### src/rtl/delay_4_rd_8b_if.sv
// Handshake bundle between the delay-chain read side, its upstream chains and the consumer.
// The slave modport is the buffer's own view.
interface delay_4_rd_8b_if #(
    parameter int unsigned W     = 8,
    parameter int unsigned DEPTH = 4
);
    logic                       in_valid;
    logic [W-1:0]               in_data;
    logic                       in_flag;
    logic                       hold;
    logic                       out_valid;
    logic [W-1:0]               out_data;
    logic                       out_flag;
    logic                       out_ready;
    logic [$clog2(DEPTH):0]     level;

    modport slave (
        input  in_valid, in_data, in_flag, out_ready,
        output hold, out_valid, out_data, out_flag, level
    );

    modport master (
        output in_valid, in_data, in_flag, out_ready,
        input  hold, out_valid, out_data, out_flag, level
    );
endinterface

### src/rtl/delay_4_rd_8b.sv
// First-word-fall-through buffer capturing {flag, data} from the delay chains.
// It stalls the chains via hold while full.
module delay_4_rd_8b #(
    parameter int unsigned W     = 8,
    parameter int unsigned DEPTH = 4
) (
    input logic            clk,
    input logic            rst_n,
    delay_4_rd_8b_if.slave bus
);
    localparam int unsigned AW = $clog2(DEPTH);
    localparam logic [AW:0] Full = (AW + 1)'(DEPTH);

    logic [W:0]    mem_q [DEPTH];
    logic [AW-1:0] wr_ptr_q, wr_ptr_d;
    logic [AW-1:0] rd_ptr_q, rd_ptr_d;
    logic [AW:0]   count_q, count_d;
    logic          full, empty, push, pop;

    // hold is decoded only from count_q, so out_ready never reaches it combinationally
    assign full  = (count_q == Full);
    assign empty = (count_q == '0);
    assign push  = bus.in_valid & ~full;
    assign pop   = ~empty & bus.out_ready;

    always_comb begin
        wr_ptr_d = wr_ptr_q;
        rd_ptr_d = rd_ptr_q;
        count_d  = count_q;
        if (push) wr_ptr_d = wr_ptr_q + AW'(1);
        if (pop)  rd_ptr_d = rd_ptr_q + AW'(1);
        case ({push, pop})
            2'b10:   count_d = count_q + (AW + 1)'(1);
            2'b01:   count_d = count_q - (AW + 1)'(1);
            default: count_d = count_q;
        endcase
    end

    always_ff @(posedge clk or negedge rst_n) begin
        if (!rst_n) begin
            wr_ptr_q <= '0;
            rd_ptr_q <= '0;
            count_q  <= '0;
        end else begin
            wr_ptr_q <= wr_ptr_d;
            rd_ptr_q <= rd_ptr_d;
            count_q  <= count_d;
        end
    end

    // Storage is deliberately not reset
    always_ff @(posedge clk) begin
        if (push) mem_q[wr_ptr_q] <= {bus.in_flag, bus.in_data};
    end

    assign bus.hold      = full;
    assign bus.out_valid = ~empty;
    assign bus.out_data  = mem_q[rd_ptr_q][W-1:0];
    assign bus.out_flag  = mem_q[rd_ptr_q][W];
    assign bus.level     = count_q;
endmodule

### src/flat_wrapper.sv
// flat-port wrapper written by rule: the top's interface ports become plain ports
module delay_4_rd_8b_flat 
#(
    parameter int unsigned W     = 8,
    parameter int unsigned DEPTH = 4
)
  (clk, rst_n, bus_in_valid, bus_in_data, bus_in_flag, bus_out_ready, bus_hold, bus_out_valid, bus_out_data, bus_out_flag, bus_level);
  delay_4_rd_8b_if #(.W(W), .DEPTH(DEPTH)) bus_i ();
  input logic clk;
  input logic rst_n;
  input wire logic [$bits(bus_i.in_valid)-1:0] bus_in_valid;
  input wire logic [$bits(bus_i.in_data)-1:0] bus_in_data;
  input wire logic [$bits(bus_i.in_flag)-1:0] bus_in_flag;
  input wire logic [$bits(bus_i.out_ready)-1:0] bus_out_ready;
  output wire logic [$bits(bus_i.hold)-1:0] bus_hold;
  output wire logic [$bits(bus_i.out_valid)-1:0] bus_out_valid;
  output wire logic [$bits(bus_i.out_data)-1:0] bus_out_data;
  output wire logic [$bits(bus_i.out_flag)-1:0] bus_out_flag;
  output wire logic [$bits(bus_i.level)-1:0] bus_level;
  assign bus_i.in_valid = bus_in_valid;
  assign bus_i.in_data = bus_in_data;
  assign bus_i.in_flag = bus_in_flag;
  assign bus_i.out_ready = bus_out_ready;
  assign bus_hold = bus_i.hold;
  assign bus_out_valid = bus_i.out_valid;
  assign bus_out_data = bus_i.out_data;
  assign bus_out_flag = bus_i.out_flag;
  assign bus_level = bus_i.level;
  delay_4_rd_8b #(.W(W), .DEPTH(DEPTH)) u_core (.clk(clk), .rst_n(rst_n), .bus(bus_i));
endmodule
### config.mk
export PLATFORM = sky130hd
export DESIGN_NAME = delay_4_rd_8b_flat
export DESIGN_NICKNAME = d
export VERILOG_FILES = /design/src/rtl/delay_4_rd_8b_if.sv /design/src/rtl/delay_4_rd_8b.sv /design/src/flat_wrapper.sv
export SDC_FILE = /design/constraint.sdc
export NUM_CORES = 1
export LEC_CHECK = 0
export BUFFER_PORTS_ARGS = -buffer_cell sky130_fd_sc_hd__buf_2
export CAP_MARGIN = 10
export CORE_UTILIZATION = 55
export DETAILED_ROUTE_END_ITERATION = 6
export PLACE_DENSITY = 0.88
export SLEW_MARGIN = 15
export SYNTH_ARGS = -nofsm -noshare
export SYNTH_HDL_FRONTEND = slang
export SYNTH_SLANG_ARGS = --single-unit
### constraint.sdc
create_clock -name clk -period 2.05 [get_ports clk]
set_input_delay 0.41 -clock clk [delete_from_list [all_inputs] [get_ports clk]]
set_output_delay 0.41 -clock clk [all_outputs]
set_load 0.005 [all_outputs]
==> results of run 1 <==
-- cell families (layout without fill, tap and decap cells) --
family	after synthesis	after routing	synth area share
buf+inv	8	47	0.0201
simple gates	9	9	0.0445
fa+ha+maj	6	6	0.0474
flops	43	43	0.721
compound gates	1	1	0.00575
xor+xnor	6	6	0.0302
mux	11	11	0.131
-- worst max-delay path, stage by stage, from the launching register on --
cell and delay (ps):
dfrtp_2 460, nor3b_4 270, nor2b_4 60, inv_1 60, ha_2 170, inv_1 50
fa_1 380, xor2_1 160, nor2_1 170, xor2_1 160
-- final cells by class --
type	instances	area share
sequential	43	0.619
tap	44	0.0271
clock buffer	7	0.0271
multi-input combinational	33	0.223
inverter	6	0.0111
clock inverter	1	0.00246
timing repair buffer	33	0.0910
-- through the flow --
step                      cells  cell area (um^2)  setup WS, ps
final                       167              2030          36.1
after detailed placement    154              1930         -12.9
after global placement      154              1930           175
after CTS                   164              2010          7.75
after global routing        167              2030         -19.2
after floorplan              84              1740           163
-- where the power goes --
part / internal, uW / switching, uW / total (uW)
logic: 551 / 452 / 1000
clock network: 167 / 252 / 418
registers: 1180 / 127 / 1310
-- metal layers --
metal | GRT usage | share of wire | vias up
li1 | - | - | 395
met1 | 0.208 | 0.42 | 435
met2 | 0.317 | 0.54 | 15
met3 | 0.0558 | 0.031 | 4
met4 | 0.0816 | 0.013 | 0
met5 | 0 | 0 | -
-- worst paths after layout --
kind | to | slack, ps | cells past startpoint
setup / recovery | u_core.bus.level[2] | 40 | 9
hold / removal | u_core.mem_q[3][5] | 280 | 1
setup reg to reg | u_core.bus.level[2] | 40 | 9
hold reg to reg | u_core.wr_ptr_q[1] | 600 | 1
max in group asynchronous | u_core.bus.level[1] | 1460 | 2
min in group asynchronous | u_core.bus.level[2] | 420 | 2
-- state kept, by name, summed over array words and instances, names as in the netlist --
register and cells:
u_core.wr_ptr_q 2, u_core.rd_ptr_q 2, u_core.bus.level 3, u_core.mem_q 36
-- placed cells by master, fill, tap and decap left out, drive strengths merged --
| cell type | netlist | layout |
|---|---|---|
| clkbuf | 0 | 7 |
| inv | 6 | 6 |
| nand2 | 1 | 1 |
| mux2 | 1 | 1 |
| nor2 | 1 | 1 |
| ha | 5 | 5 |
| mux2i | 1 | 1 |
| xnor2 | 3 | 3 |
| fa | 1 | 1 |
| edfxtp | 36 | 36 |
| dfrtp | 7 | 7 |
| and2 | 4 | 4 |
| nor3b | 1 | 1 |
| nor2b | 1 | 1 |
| clkinv | 0 | 1 |
| xor2 | 3 | 3 |
| o31a | 1 | 1 |
| buf | 2 | 32 |
| or3 | 1 | 1 |
| mux4 | 9 | 9 |
| dlygate4sd3 | 0 | 1 |
-- repair_timing --
action,CTS,global route
gates resized for setup,1,2
setup endpoints to repair,1,1
endpoints found under the hold margin,7,0
hold buffers,1,0
pin swaps,0,3
setup buffers,1,3
==> key figures, run 1 <==
Floorplanning
  – Num rows: 20
  – Total I/O pin count: 27
  – Core area: between 0.003 and 0.004 mm^2
  – Die footprint: about 0.0034 mm^2
  – Die Wd: 58.3 um
  – Die Height: ~58 um
  – Starting Density: 0.575

Global route
  – Vias in the first global route: between 800 and 900
  – GRT overflow: 0
  – Pin count of the biggest net entering global routing: 14
  – Initial antenna violation count: 0
  – First-pass GRT wire length: about 4.2 mm
  – Total GRT Usage: 0.183

Place
  – Detailed Place HPWL: approximately 1.9 mm
  – Port Buffer Count: 26
  – GP Congestion: 0.711

Detailed routing
  – TritonRoute pass-1 iters: 3
  – Routed via count: ~850
  – # DRC: 0
  – WL/cell: between 15 and 20 um
  – Final WL: 2.71 mm
  – DR iter-0 viols: 20
  – ANT nets after route: 0
  – Vias/cell: 5.08

Clocking
  – CTS tree: done
  – CTS Buffer Depth: 2
  – Clk_lat worst skew: 340 ps
  – Clock Sinks: 43
  – Num CTS Buffers: 5
  – Clock root buffer master: clkbuf_4
  – H-tree lvl count: 2
  – CTS clk-pin slew, worst paths: 120 ps

Timing
  – Final setup viols: 0
  – Max-slew violations: 0
  – Worst Tran Pin Value: ~450 ps
  – Worst slew margin: 0.700
  – Minimum clock period: 2010 ps
  – Post-Route Setup TNS: 0 ps
  – Hold_ws: roughly 280 ps
  – Clk_skew: approximately 9 ps
  – Final hold violations: 0
  – Period utilisation layout: 0.982
  – Fmax: between 0.4 and 0.5 GHz

Layout
  – Final design utilization: 0.672
  – Filler cells: 190
  – Number of diodes: 0
  – Syn-to-layout area delta: 16.8%
  – Layout cells sized above 1: 0.488
  – Fin nets: 141
  – Multi-input logic area: approximately 450 um^2
  – FF+latch area: around 0.0013 mm^2

Synth
  – Most frequent cell after synthesis: edfxtp_1
  – Post-synth top area share: 0.621
  – Top cells by area, synth: edfxtp_1 (62%), mux4_2 (12%), dfrtp_1 (10%)
  – Cell count after synthesis: 84
  – Mapped cell area: ~0.0017 mm^2
  – Synth area leader: edfxtp_1
  – Distinct cells, synth: 19
  – Post-synth EDFFs: 36
  – Ys async rst share: 0.163
  – Synthesized flop and latch total: 43
  – Yosys warns: 0
  – Post-synth net total: between 100 and 150
  – Seq/Total Area, Yosys: 0.721
  – Synth cell count leaders: edfxtp_1 (36), mux4_2 (9), dfrtp_1 (7), inv_1 (6), ha_1 (5)
  – Synth Area per Inst: 20.7 um^2
  – Synth Flop Type: edfxtp_1

Critical path
  – CP endpoint kind: flip-flop
  – Crit. Startpoint: u_core.bus.level[1]
  – Startpoint types: flip-flop
  – CP Data Arrival Time: between 2000 and 2500 ps
  – Reg2Reg Launch Point: u_core.bus.level[1]
  – Critical path fanouts, max: 4
  – Critical path required time: 2320 ps
  – Setup CP Type: reg -> reg

Power and ir drop
  – PD cells: around 1300 mW/mm^2
  – Peak VDD IR: between 0.5 and 0.6 mV
  – Overall Power: between 2000 and 3000 uW
  – Lkg Pwr: just under 0.0008 uW

Run
  – Max-cap violations: 0

Status
  – Status: finished clean

Hold path
  – Hold_sp: bus_in_data[5]
  – Hold Crit Class: in -> reg
Note: power is estimated with default switching activity, not from simulation.
==> inputs of run 2 (changes only) <==
--- a/config.mk
+++ b/config.mk
@@ -10,6 +10,7 @@
 export CORE_UTILIZATION = 55
 export DETAILED_ROUTE_END_ITERATION = 6
 export PLACE_DENSITY = 0.88
+export SETUP_SLACK_MARGIN = 0.05
 export SLEW_MARGIN = 15
 export SYNTH_ARGS = -nofsm -noshare
 export SYNTH_HDL_FRONTEND = slang
==> key figures, run 2 (synthesized netlist as in run 1, its figures left out) <==
Clocking
  – CTS tree: done (unchanged)
  – CTS clk-pin slew, worst paths: 120 ps (about the same)
  – Clock root buffer master: clkbuf_4 (unchanged)
  – Clk_lat worst skew: 340 ps (about the same)
  – H-tree lvl count: 2 (unchanged)
  – Num CTS Buffers: 5 (unchanged)
  – Clock Sinks: 43 (unchanged)
  – CTS Buffer Depth: 2 (unchanged)

Timing
  – Final hold violations: 0 (unchanged)
  – Period utilisation layout: 0.963 (was 0.982)
  – Final setup viols: 0 (unchanged)
  – Worst slew margin: 0.690 (was 0.700)
  – Max-slew violations: 0 (unchanged)
  – Minimum clock period: 1970 ps (was 2010 ps)
  – Worst Tran Pin Value: 465 ps (was 449 ps)
  – Clk_skew: 12.5 ps (was 9.25 ps)
  – Worst setup margin: 75.9 ps (was 36.1 ps)
  – RSZ-0062 raised after global routing: yes
  – Hold_ws: 274 ps (was 277 ps)
  – Fmax: 0.507 GHz (was 0.497 GHz)

Floorplanning
  – Core area: 0.00303 mm^2 (unchanged)
  – Die Wd: 58.3 um (unchanged)
  – Starting Density: 0.575 (unchanged)
  – Num rows: 20 (unchanged)
  – Die footprint: 0.00340 mm^2 (unchanged)
  – Total I/O pin count: 27 (unchanged)
  – Die Height: 58.3 um (unchanged)

Critical path
  – Critical path required time: 2320 ps (about the same)
  – Crit path cell chain: nor3b_4 > nor2b_4 > inv_1 > ha_2 > inv_1 > fa_2 > xor2_1 > nor2_1 > xor2_1 (was nor3b_4 > nor2b_4 > inv_1 > ha_2 > inv_1 > fa_1 > xor2_1 > nor2_1 > xor2_1)
  – Setup CP Type: reg -> reg (unchanged)
  – Worst setup path endpoint: u_core.bus.level[2] (unchanged)
  – Flop2flop setup slack: 80 ps (was 40 ps)
  – WP buf/inv: 2 (unchanged)
  – Crit-path leading delay family: adder cells (unchanged)
  – R2r worst-path depth: 9 (unchanged)
  – CP max-delay cell: dfrtp_2 (unchanged)
  – CP Data Arrival Time: 2250 ps (was 2290 ps)
  – Reg2Reg Launch Point: u_core.bus.level[0] (was u_core.bus.level[1])
  – Critical path fanouts, max: 2 (was 4)
  – Levels on crit path: 9 (unchanged)
  – Worst r2r dst: u_core.bus.level[2] (unchanged)
  – CP endpoint kind: flip-flop (unchanged)
  – Startpoint types: flip-flop (unchanged)
  – CP peak stage delay: 460 ps (about the same)
  – Crit. Startpoint: u_core.bus.level[0] (was u_core.bus.level[1])

Detailed routing
  – Met3 Wirelength: 116 um (was 83 um)
  – TritonRoute pass-1 iters: 4 (was 3)
  – DR iter-0 viols: 28 (was 20)
  – WL/cell: 16.4 um (was 16.2 um)
  – Highest Signal Layer: met4 (unchanged)
  – ANT nets after route: 0 (unchanged)
  – Routed via count: 850 (was 849)
  – Metal2 WL: 1.45 mm (was 1.46 mm)
  – Vias/cell: 5.09 (was 5.08)
  – # DRC: 0 (unchanged)
  – DRT met1 WL: 1.15 mm (was 1.13 mm)
  – Final WL: 2.74 mm (was 2.71 mm)

Power and ir drop
  – Peak VDD IR: 0.578 mV (was 0.580 mV)
  – PD cells: 1350 mW/mm^2 (was 1340 mW/mm^2)
  – Switching Power: 843 uW (was 830 uW)
  – Switching part of the total: 0.305 (was 0.304)
  – Comb pwr share: 0.372 (was 0.367)
  – P_int: 1920 uW (was 1900 uW)
  – Sequential fraction of design power: 0.476 (was 0.480)
  – Lkg Pwr: 0.000783 uW (was 0.000782 uW)
  – Clock network power share: 0.152 (was 0.153)

Layout
  – Fin nets: 141 (unchanged)
  – Number of flip-flops in the largest register: 36 (unchanged)
  – Number of diodes: 0 (unchanged)
  – Commonest non-fill, non-tap cell in the layout: edfxtp_1 (unchanged)
  – Final design utilization: 0.675 (was 0.672)
  – Layout cells sized above 1: 0.496 (was 0.488)
  – Syn-to-layout area delta: 17.4% (was 16.8%)
  – Largest Register: u_core.mem_q (unchanged)
  – Final Non-Filler Cells: 167 (unchanged)
  – Most frequent cells in the layout: edfxtp_1 (36), buf_2 (26), mux4_2 (9), inv_1 (6) (was edfxtp_1 (36), buf_2 (26), mux4_2 (9), inv_1 (6), buf_4 (6))

Global route
  – Initial antenna violation count: 0 (unchanged)
  – GRT overflow: 0 (unchanged)
  – Total GRT Usage: 0.186 (was 0.183)
  – First-pass GRT wire length: 4.29 mm (was 4.22 mm)
  – Pin count of the biggest net entering global routing: 14 (unchanged)
  – Vias in the first global route: 910 (was 887)

Place
  – GP Congestion: 0.711 (unchanged)
  – Inst Count DP: 154 (unchanged)
  – Port Buffer Count: 26 (unchanged)
  – Pre-CTS WS: -12.9 ps (unchanged)
  – Detailed Place HPWL: 1.88 mm (unchanged)

Hold path
  – Hold Crit Class: in -> reg (unchanged)

Status
  – Status: finished clean (unchanged)

Run
  – Max-cap violations: 0 (unchanged)
[run 2: per-layer routing]
metal	GRT usage	vias up
met5	0	-
met4	0.0884	0
met3	0.0603	4
met2	0.319	21
met1	0.211	432
li1	-	393
[run 2: area by class of cell]
type | instances | area (um^2)
clock buffers | 7 | 55.1
clock inverters | 1 | 5.00
fillers | 190 | 983
inverters | 6 | 22.5
multi-input cells | 33 | 455
flip-flops and latches | 43 | 1260
well taps | 44 | 55.1
repair buffers | 33 | 193
[run 2: worst register-to-register path: cells and delay by family (launching register included)]
| family | cells | cell delay, ps |
|---|---|---|
| adder cells (fa/ha/maj) | 2 | 520 |
| AND/OR/NAND/NOR | 3 | 470 |
| XOR/XNOR | 2 | 330 |
| buffers and inverters | 2 | 120 |
| flip-flops | 1 | 460 |
[run 2: how the worst min path moves through the flow]
| stage | startpoint | slack [ps] | depth (start not counted) | to |
|---|---|---|---|---|
| floorplan | rst_n | 110 | 0 | u_core.bus.level[0] |
| global placement | rst_n | 250 | 1 | u_core.bus.level[1] |
| detailed placement | rst_n | 250 | 1 | u_core.bus.level[2] |
| CTS | bus_in_data[5] | 260 | 1 | u_core.mem_q[2][5] |
| global route | bus_in_data[1] | 260 | 1 | u_core.mem_q[3][1] |
| finish | bus_in_data[1] | 270 | 1 | u_core.mem_q[1][1] |
[run 2: stage by stage]
| step | total power (uW) | cell area [um^2] | TNS, ps |
|---|---|---|---|
| after floorplan | 1940 | 1740 | 0 |
| after global placement | 2220 | 1930 | 0 |
| after detailed placement | 2290 | 1930 | -12.9 |
| after CTS | 2750 | 2030 | 0 |
| after global routing | 2920 | 2040 | 0 |
| final | 2760 | 2040 | 0 |
[run 2: repair_timing]
action                                  4_1_cts  5_1_grt
resized for setup                             2        4
setup buffers                                 4        0
endpoints found under the hold margin         7        0
hold buffers                                  1        0
pin swaps                                     2        4
endpoints found under the setup margin        1        8
[run 2: power groups by stage]
| stage | sequential (uW) | combinational, uW | clock, uW |
|---|---|---|---|
| 2_1_floorplan | 1290 | 652 | 0 |
| 3_3_place_gp | 1330 | 891 | 0 |
| 3_5_place_dp | 1350 | 936 | 0 |
| 4_1_cts | 1310 | 1020 | 423 |
| 5_1_grt | 1330 | 1120 | 466 |
| 6_report | 1320 | 1030 | 419 |
